## src/rtl/imm_extend_stage.sv

```systemverilog
// Decode-stage immediate extension register with a 2-entry (output + skid) buffer.
// Optional load-upper support for opcode 4'hF is enabled by defining IMM_EXT_LUI_EN.
module imm_extend_stage #(
  parameter int IMM_W  = 16,
  parameter int DATA_W = 32
) (
  input  logic              clk,
  input  logic              reset,
  input  logic              in_valid,
  output logic              in_ready,
  input  logic [3:0]        in_opcode,
  input  logic [IMM_W-1:0]  in_imm,
  input  logic [4:0]        in_tag,
  input  logic              flush,
  output logic              out_valid,
  input  logic              out_ready,
  output logic [3:0]        out_opcode,
  output logic [DATA_W-1:0] out_ext,
  output logic              out_sext,
  output logic [4:0]        out_tag
);

  typedef struct packed {
    logic [3:0]        opcode;
    logic [DATA_W-1:0] ext;
    logic              sext;
    logic [4:0]        tag;
  } entry_t;

  typedef enum logic [1:0] {
    ST_EMPTY,
    ST_ONE,
    ST_FULL
  } state_t;

  state_t state_q, state_d;
  entry_t o_q, o_d;
  entry_t s_q, s_d;
  entry_t new_entry;
  logic   out_valid_q, in_ready_q;
  logic   accept, drain;

  function automatic entry_t extend_entry(input logic [3:0]       op,
                                          input logic [IMM_W-1:0] imm,
                                          input logic [4:0]       tag);
    entry_t e;
    e.opcode = op;
    e.tag    = tag;
    e.sext   = (op == 4'h2) || (op == 4'h3) || (op == 4'h7) || (op == 4'h9);
    e.ext    = e.sext ? {{(DATA_W-IMM_W){imm[IMM_W-1]}}, imm}
                      : {{(DATA_W-IMM_W){1'b0}}, imm};
`ifdef IMM_EXT_LUI_EN
    // Load-upper places the immediate in the top half; meaningful only when DATA_W == 2*IMM_W.
    if (op == 4'hF) begin
      e.ext  = DATA_W'(imm) << (DATA_W - IMM_W);
      e.sext = 1'b0;
    end
`endif
    return e;
  endfunction

  assign new_entry = extend_entry(in_opcode, in_imm, in_tag);
  assign accept    = in_valid & in_ready_q;
  assign drain     = out_valid_q & out_ready;

  // NOTE: every always_comb output gets a default first so no path can infer a latch.
  always_comb begin
    state_d = state_q;
    o_d     = o_q;
    s_d     = s_q;
    unique case (state_q)
      ST_EMPTY: begin
        if (accept) begin
          o_d     = new_entry;
          state_d = ST_ONE;
        end
      end
      ST_ONE: begin
        if (accept && drain) begin
          o_d = new_entry;
        end else if (accept) begin
          s_d     = new_entry;
          state_d = ST_FULL;
        end else if (drain) begin
          state_d = ST_EMPTY;
        end
      end
      ST_FULL: begin
        if (drain) begin
          o_d     = s_q;
          state_d = ST_ONE;
        end
      end
      default: state_d = ST_EMPTY;
    endcase
    // A flush drops both entries; a same-cycle drain has already been seen by the consumer.
    if (flush) begin
      state_d = ST_EMPTY;
    end
  end

  // NOTE: sequential state uses non-blocking assignments only, so all flops update together.
  always_ff @(posedge clk) begin
    if (reset) begin
      state_q     <= ST_EMPTY;
      o_q         <= '0;
      s_q         <= '0;
      out_valid_q <= 1'b0;
      in_ready_q  <= 1'b1;
    end else begin
      state_q     <= state_d;
      o_q         <= o_d;
      s_q         <= s_d;
      out_valid_q <= (state_d != ST_EMPTY);
      in_ready_q  <= (state_d != ST_FULL);
    end
  end

  assign in_ready   = in_ready_q;
  assign out_valid  = out_valid_q;
  assign out_opcode = o_q.opcode;
  assign out_ext    = o_q.ext;
  assign out_sext   = o_q.sext;
  assign out_tag    = o_q.tag;

endmodule

```

## config.mk

```make
export PLATFORM = sky130hd
export DESIGN_NAME = imm_extend_stage
export DESIGN_NICKNAME = d
export VERILOG_FILES = /design/src/rtl/imm_extend_stage.sv
export SDC_FILE = /design/constraint.sdc
export NUM_CORES = 1
export LEC_CHECK = 0
export CAP_MARGIN = 20
export CORE_MARGIN = 5
export CORE_UTILIZATION = 48
export DETAILED_ROUTE_END_ITERATION = 8
export PLACE_DENSITY = 0.86
export SLEW_MARGIN = 10
export SYNTH_ARGS = -nofsm -noshare
export SYNTH_HDL_FRONTEND = slang
export SYNTH_SLANG_ARGS = --single-unit
```

## constraint.sdc

```tcl
create_clock -name clk -period 1.6 [get_ports clk]
set_input_delay 0.16 -clock clk [delete_from_list [all_inputs] [get_ports clk]]
set_output_delay 0.16 -clock clk [all_outputs]
set_load 0.02 [all_outputs]
```

Word level (Yosys, flattened, before mapping)
Cells that the tools add are included.
- reduce and logical (&&, ||, !) cells: 9
- bitwise gates (word level): 3
- eq/ne operators: 10
- multiplexer cells: 12
- operators with widths (kind ; number):
    $mux W42 ; 3
    $pmux W42 S3 ; 1
    $mux W32 ; 1
    $mux W2 ; 6
    $eq A4 B2 Y1 const B ; 2
    $ne A2 B2 Y1 const B ; 4
    $pmux W2 S3 ; 1
    $eq A4 B3 Y1 const B ; 1
    $eq A4 B4 Y1 const B ; 1
    $reduce_and A4 Y1 ; 1
    $logic_or A1 B1 Y1 ; 3
    $reduce_and A3 Y1 ; 1
    $reduce_bool A3 Y1 ; 1
    $and A1 B1 Y1 ; 2
    $eq A2 B1 Y1 const B ; 1
    $eq A2 B2 Y1 const B ; 1
    $logic_not A2 Y1 ; 1
    $reduce_bool A2 Y1 ; 1
    $logic_and A1 B1 Y1 ; 1
    $not A1 Y1 ; 1
- word-level logic and storage cells: 45
- register bits: 88
- bits of input ports: 30
- output and inout bits: 44

Longest topological paths before layout
- depth in word-level cells: 7
- depth in mapped cells: 6
- mapped depth without buffers: 4

Worst setup path after synthesis
OpenSTA, ideal clock, no wires.
- path type: register -> register
- from: register in_ready_q, in the netlist in_ready
- to: register o_q (netlist bit out_ext[30])
- required time: 1511 ps
- stages on the path, launching flop included: 7
- setup slack: 92 ps
- arrival: 1419 ps
- clock period less this slack: 1508 ps
- path buffers: 2
- setup time: 89 ps
- path through: dfxtp_1 and3b_1 a22o_1 buf_6 buf_2 nor2_1 a311oi_2
- word-level cells in the longest chain between the ends: 4
- elaborated cells between the ends (all ways): 5
- those cells by class: eq/ne: 2; bitwise: 1; reduce/logical: 2
- ends and longest elaborated chain (item ; line ; text):
    start: declaration ; 40 ; logic out_valid_q, in_ready_q;
    start signal: assignment ; 115 ; in_ready_q <= (state_d != ST_FULL);
    $and A1 B1 Y1 * ; 63 ; assign accept = in_valid & in_ready_q;
    $logic_and A1 B1 Y1 ; 79 ; if (accept && drain) begin
    $ne A2 B2 Y1 (no source line) ; -- ;
    $reduce_and A4 Y1 (no source line) * ; -- ;
    end signal: assignment ; 106 ; o_q <= '0;
    end signal: assignment ; 112 ; o_q <= o_d;
    end: declaration ; 37 ; entry_t o_q, o_d;
Every way passes the cells marked *; elsewhere a longest branch is shown, timed or not.
A chain may end at the register's enable or synchronous reset.

Worst setup path after layout
- from: register out_valid_q, in the netlist out_valid
- to: output out_valid
- RTL lines (item ; line ; text):
    start: declaration ; 40 ;
    start signal: assignment ; 114 ; out_valid_q <= (state_d != ST_EMPTY);
    end: declaration ; 15 ; output logic out_valid,
No word-level cell between the ends.

==> qor.yml <==
logic_synthesis:
  synth_largest_type_area_fraction_pct: 44.19
  most_used_dff_post_synth: "dfxtp_1"
  syn_nets: 339
  synth_top_family_by_area: "simple AND/OR/NAND/NOR gates"
  synthDistinctLibCells: 29
  synth_largest_area_cell: "dfxtp_1"
  mappedNetlistArea_mm2: 0.002628
  synth_edf_count: 0
  synth-seq-area-share_pct: 44.19
  avgSynthCellArea_um2: 8.503
  synth.most_common_cell: "nand2_1"
  synth_fa_ha_area_share_pct: 0
  async_reset_ff_share_pct: 0
  synth_cells: 309
  synth_top_cells_by_area: "dfxtp_1, a311oi_2, nand2_1"
  yosys-top-cells-count: "nand2_1, dfxtp_1, nor2_1, a21oi_1, a311oi_2"
  synth_xor_area_share_pct: 0
  compound_cell_area_share_of_the_yosys_netlist_pct: 22.62
  ys_ff_latch: 58
  proportion_of_synthesized_area_in_mux_cells_pct: 0.3810
  synth_simple_gate_area_share_pct: 23.33
  yosys_warning_count: 0
grt:
  groute.layer.met1.usage_pct: 19.26
  wire_length_of_the_first_global_routing_pass_um: 9853
  grt_pass1_vias: 2171
  gr-usage-met3_pct: 5.331
  antenna_found_initial: 0
  grt_overflow: 0
  pin_count_of_the_biggest_net_entering_global_routing: 34
  global_route.peak_usage_layer: "met2"
  grt.total_usage_pct: 17.25
  grt.met2_usage_pct: 29.28
cts:
  clock-sinks: 58
  numCtsBuffers: 9
  clock_latency_late_sink_ns: 0.33
  tritoncts: "built"
  worst_setup_hold_path_clk_slew_ns: 0.06
  ctsHoldBuffers: 0
  clk_root_buffer_cell: "clkbuf_8"
  cts_max_path_buffers: 2
  cts_setup_buffers: 0
  cts_resized: 16
  cts-htree-levels: 3
floorplanning:
  fp.dieW_um: 83.99
  initial_utilization_pct: 48.61
  floorplan.die_area_mm2: 0.007053
  top_level_ports: 74
  die_height_um: 83.99
  fp-row-count: 27
  core_region_area_mm2: 0.005405
setup_path:
  crit_slowest_cell: "clkdlybuf4s50_1"
  worst_setup_path_start_kind: "register"
  critical_path.cell_chain: "clkdlybuf4s50_1"
  rr_worst_depth: 5
  critical_path_depth: 1
  path_delay_family: "buffers and inverters"
  path_class: "reg -> out"
  critPathMaxFanout: 4
  worst_endpoint_data_arrival_time_ns: 1.32
  critical_path.n_buffers_inverters: 1
  timing.rr.start: "state_q[0]"
  crit_path_end_kind: "output pin"
  regToRegSetupSlack_ns: 0.14
  reg2reg_to: "out_opcode[3]"
  critical_path_required_ns: 1.44
  critical-path-max-stage-delay_ns: 0.62
worst_hold_path:
  worstHoldStart: "reset"
  hold_path.class: "in -> reg"
  whs_path_depth: 2
  timing.hold.worst_endpoint: "s_q[36]"
pwr:
  power_per_cell_area_mw_per_mm2: 990.8
  cellLeakagePower_nw: 1.381
  fin_total_pwr_mw: 3.537
  vdd_ir_drop_max_mv: 0.5890
placement:
  numPortBuffers: 73
  dp_hpwl_um: 4171
  routability_cong: 0.7880
  detailedPlace.worstSlack_ns: -0.08349
drt:
  remaining_drc_errors: 0
  drt-total-wl_um: 6022
  vias_per_cell: 5.106
  wl_per_cell_um: 13.35
  drtAntennaViolNets: 0
  routed-via-count: 2303
  drt_first_pass_iters: 4
  detailedRoute.firstIterationViolations: 133
job:
  drv_cap: 0
final_layout:
  area_growth_pct: 35.86
  final_core_util_pct: 66.04
  finalNetCount: 405
  antenna-diode-count: 0
  drive_gt1_share_pct: 17.15
timing:
  timing.final.max_slew_violations: 0
  finalHoldViolCount: 0
  tightest_slew_ns: 0.3816
  final.period_utilization_pct: 92.72
  maxSlewHeadroom_pct: 74.56
  finalSetupViolCount: 0
  timing.fmax_ghz: 0.6741
  clock_skew_ns: 0.008262
  worst_slack_ns: 0.1165
  setup_repair_after_global_routing_missed_its_margin: "false"
  timing.final.crit_period_ns: 1.483
run_status:
  run_status: "completed"
-- worst max path at each step --
stage / from / to / slack [ns]
after global placement: in_valid / out_opcode[1] / -0.009
after floorplan: in_ready / out_ext[30] / 0.09
after detailed placement: out_ready / out_ext[7] / -0.08
final: out_valid / out_valid / 0.12
after CTS: out_ext[30] / out_ext[21] / 0.0006
after global routing: state_q[0] / s_q[9] / 0.02
-- power breakdown --
group          internal (mW)  switching, mW  leakage (nW)
Sequential              1.52         0.0455         0.475
Clock                  0.749          0.540        0.0962
Combinational          0.328          0.351         0.809
-- area by class of cell --
type | count | area [µm²]
clock inverter | 3 | 40.04
tap | 72 | 90.09
sequential | 58 | 1162
timing repair buffer | 92 | 902.1
inverter | 3 | 11.26
multi-input combinational | 211 | 1219
fill | 449 | 1836
clock buffer | 12 | 145.1
-- metal layers --
layer,up-vias,wire length [µm]
li1,1163,-
met2,66,3071
met1,1064,2480
met4,0,108
met3,10,362
met5,-,0
-- flip-flops by register name, summed over array words and instances (netlist names) --
signal / cells
state_q: 2
out_sext: 1
s_q: 27
out_ext: 17
out_opcode: 4
in_ready: 1
out_tag: 5
out_valid: 1
-- cells by family (layout without fill, tap and decap cells) --
logic type             Yosys count  after routing
AND/OR/NAND/NOR                149            149
AO/OA/AOI/OAI                   61             61
flip-flops                      58             58
buffers and inverters           40            110
multiplexers                     1              1
-- cell usage in the layout, fill, tap and decap left out, types with 2 or more instances in the layout --
cell type,count
buf_4,15
clkbuf_8,10
nand2_1,104
dlygate4sd2_1,15
nand3_1,3
buf_12,4
clkdlybuf4s50_1,56
clkbuf_1,2
nor3_1,3
nor2_1,30
a21oi_1,29
inv_1,3
a311oi_2,26
dfxtp_1,57
clkinv_2,2
-- per-stage QoR --
stage / hold WS (ns) / cells / area (µm²) / setup TNS [ns]
finish: 0.2416 / 451 / 3570 / 0
global route: 0.2513 / 451 / 3570 / 0
CTS: 0.2316 / 451 / 3567 / 0
detailed placement: 0.4464 / 436 / 3400 / -1.533
global placement: 0.4416 / 436 / 3400 / -0.05156
floorplan: 0.2369 / 309 / 2628 / 0
No activity file was read; power rests on OpenSTA's default activity.
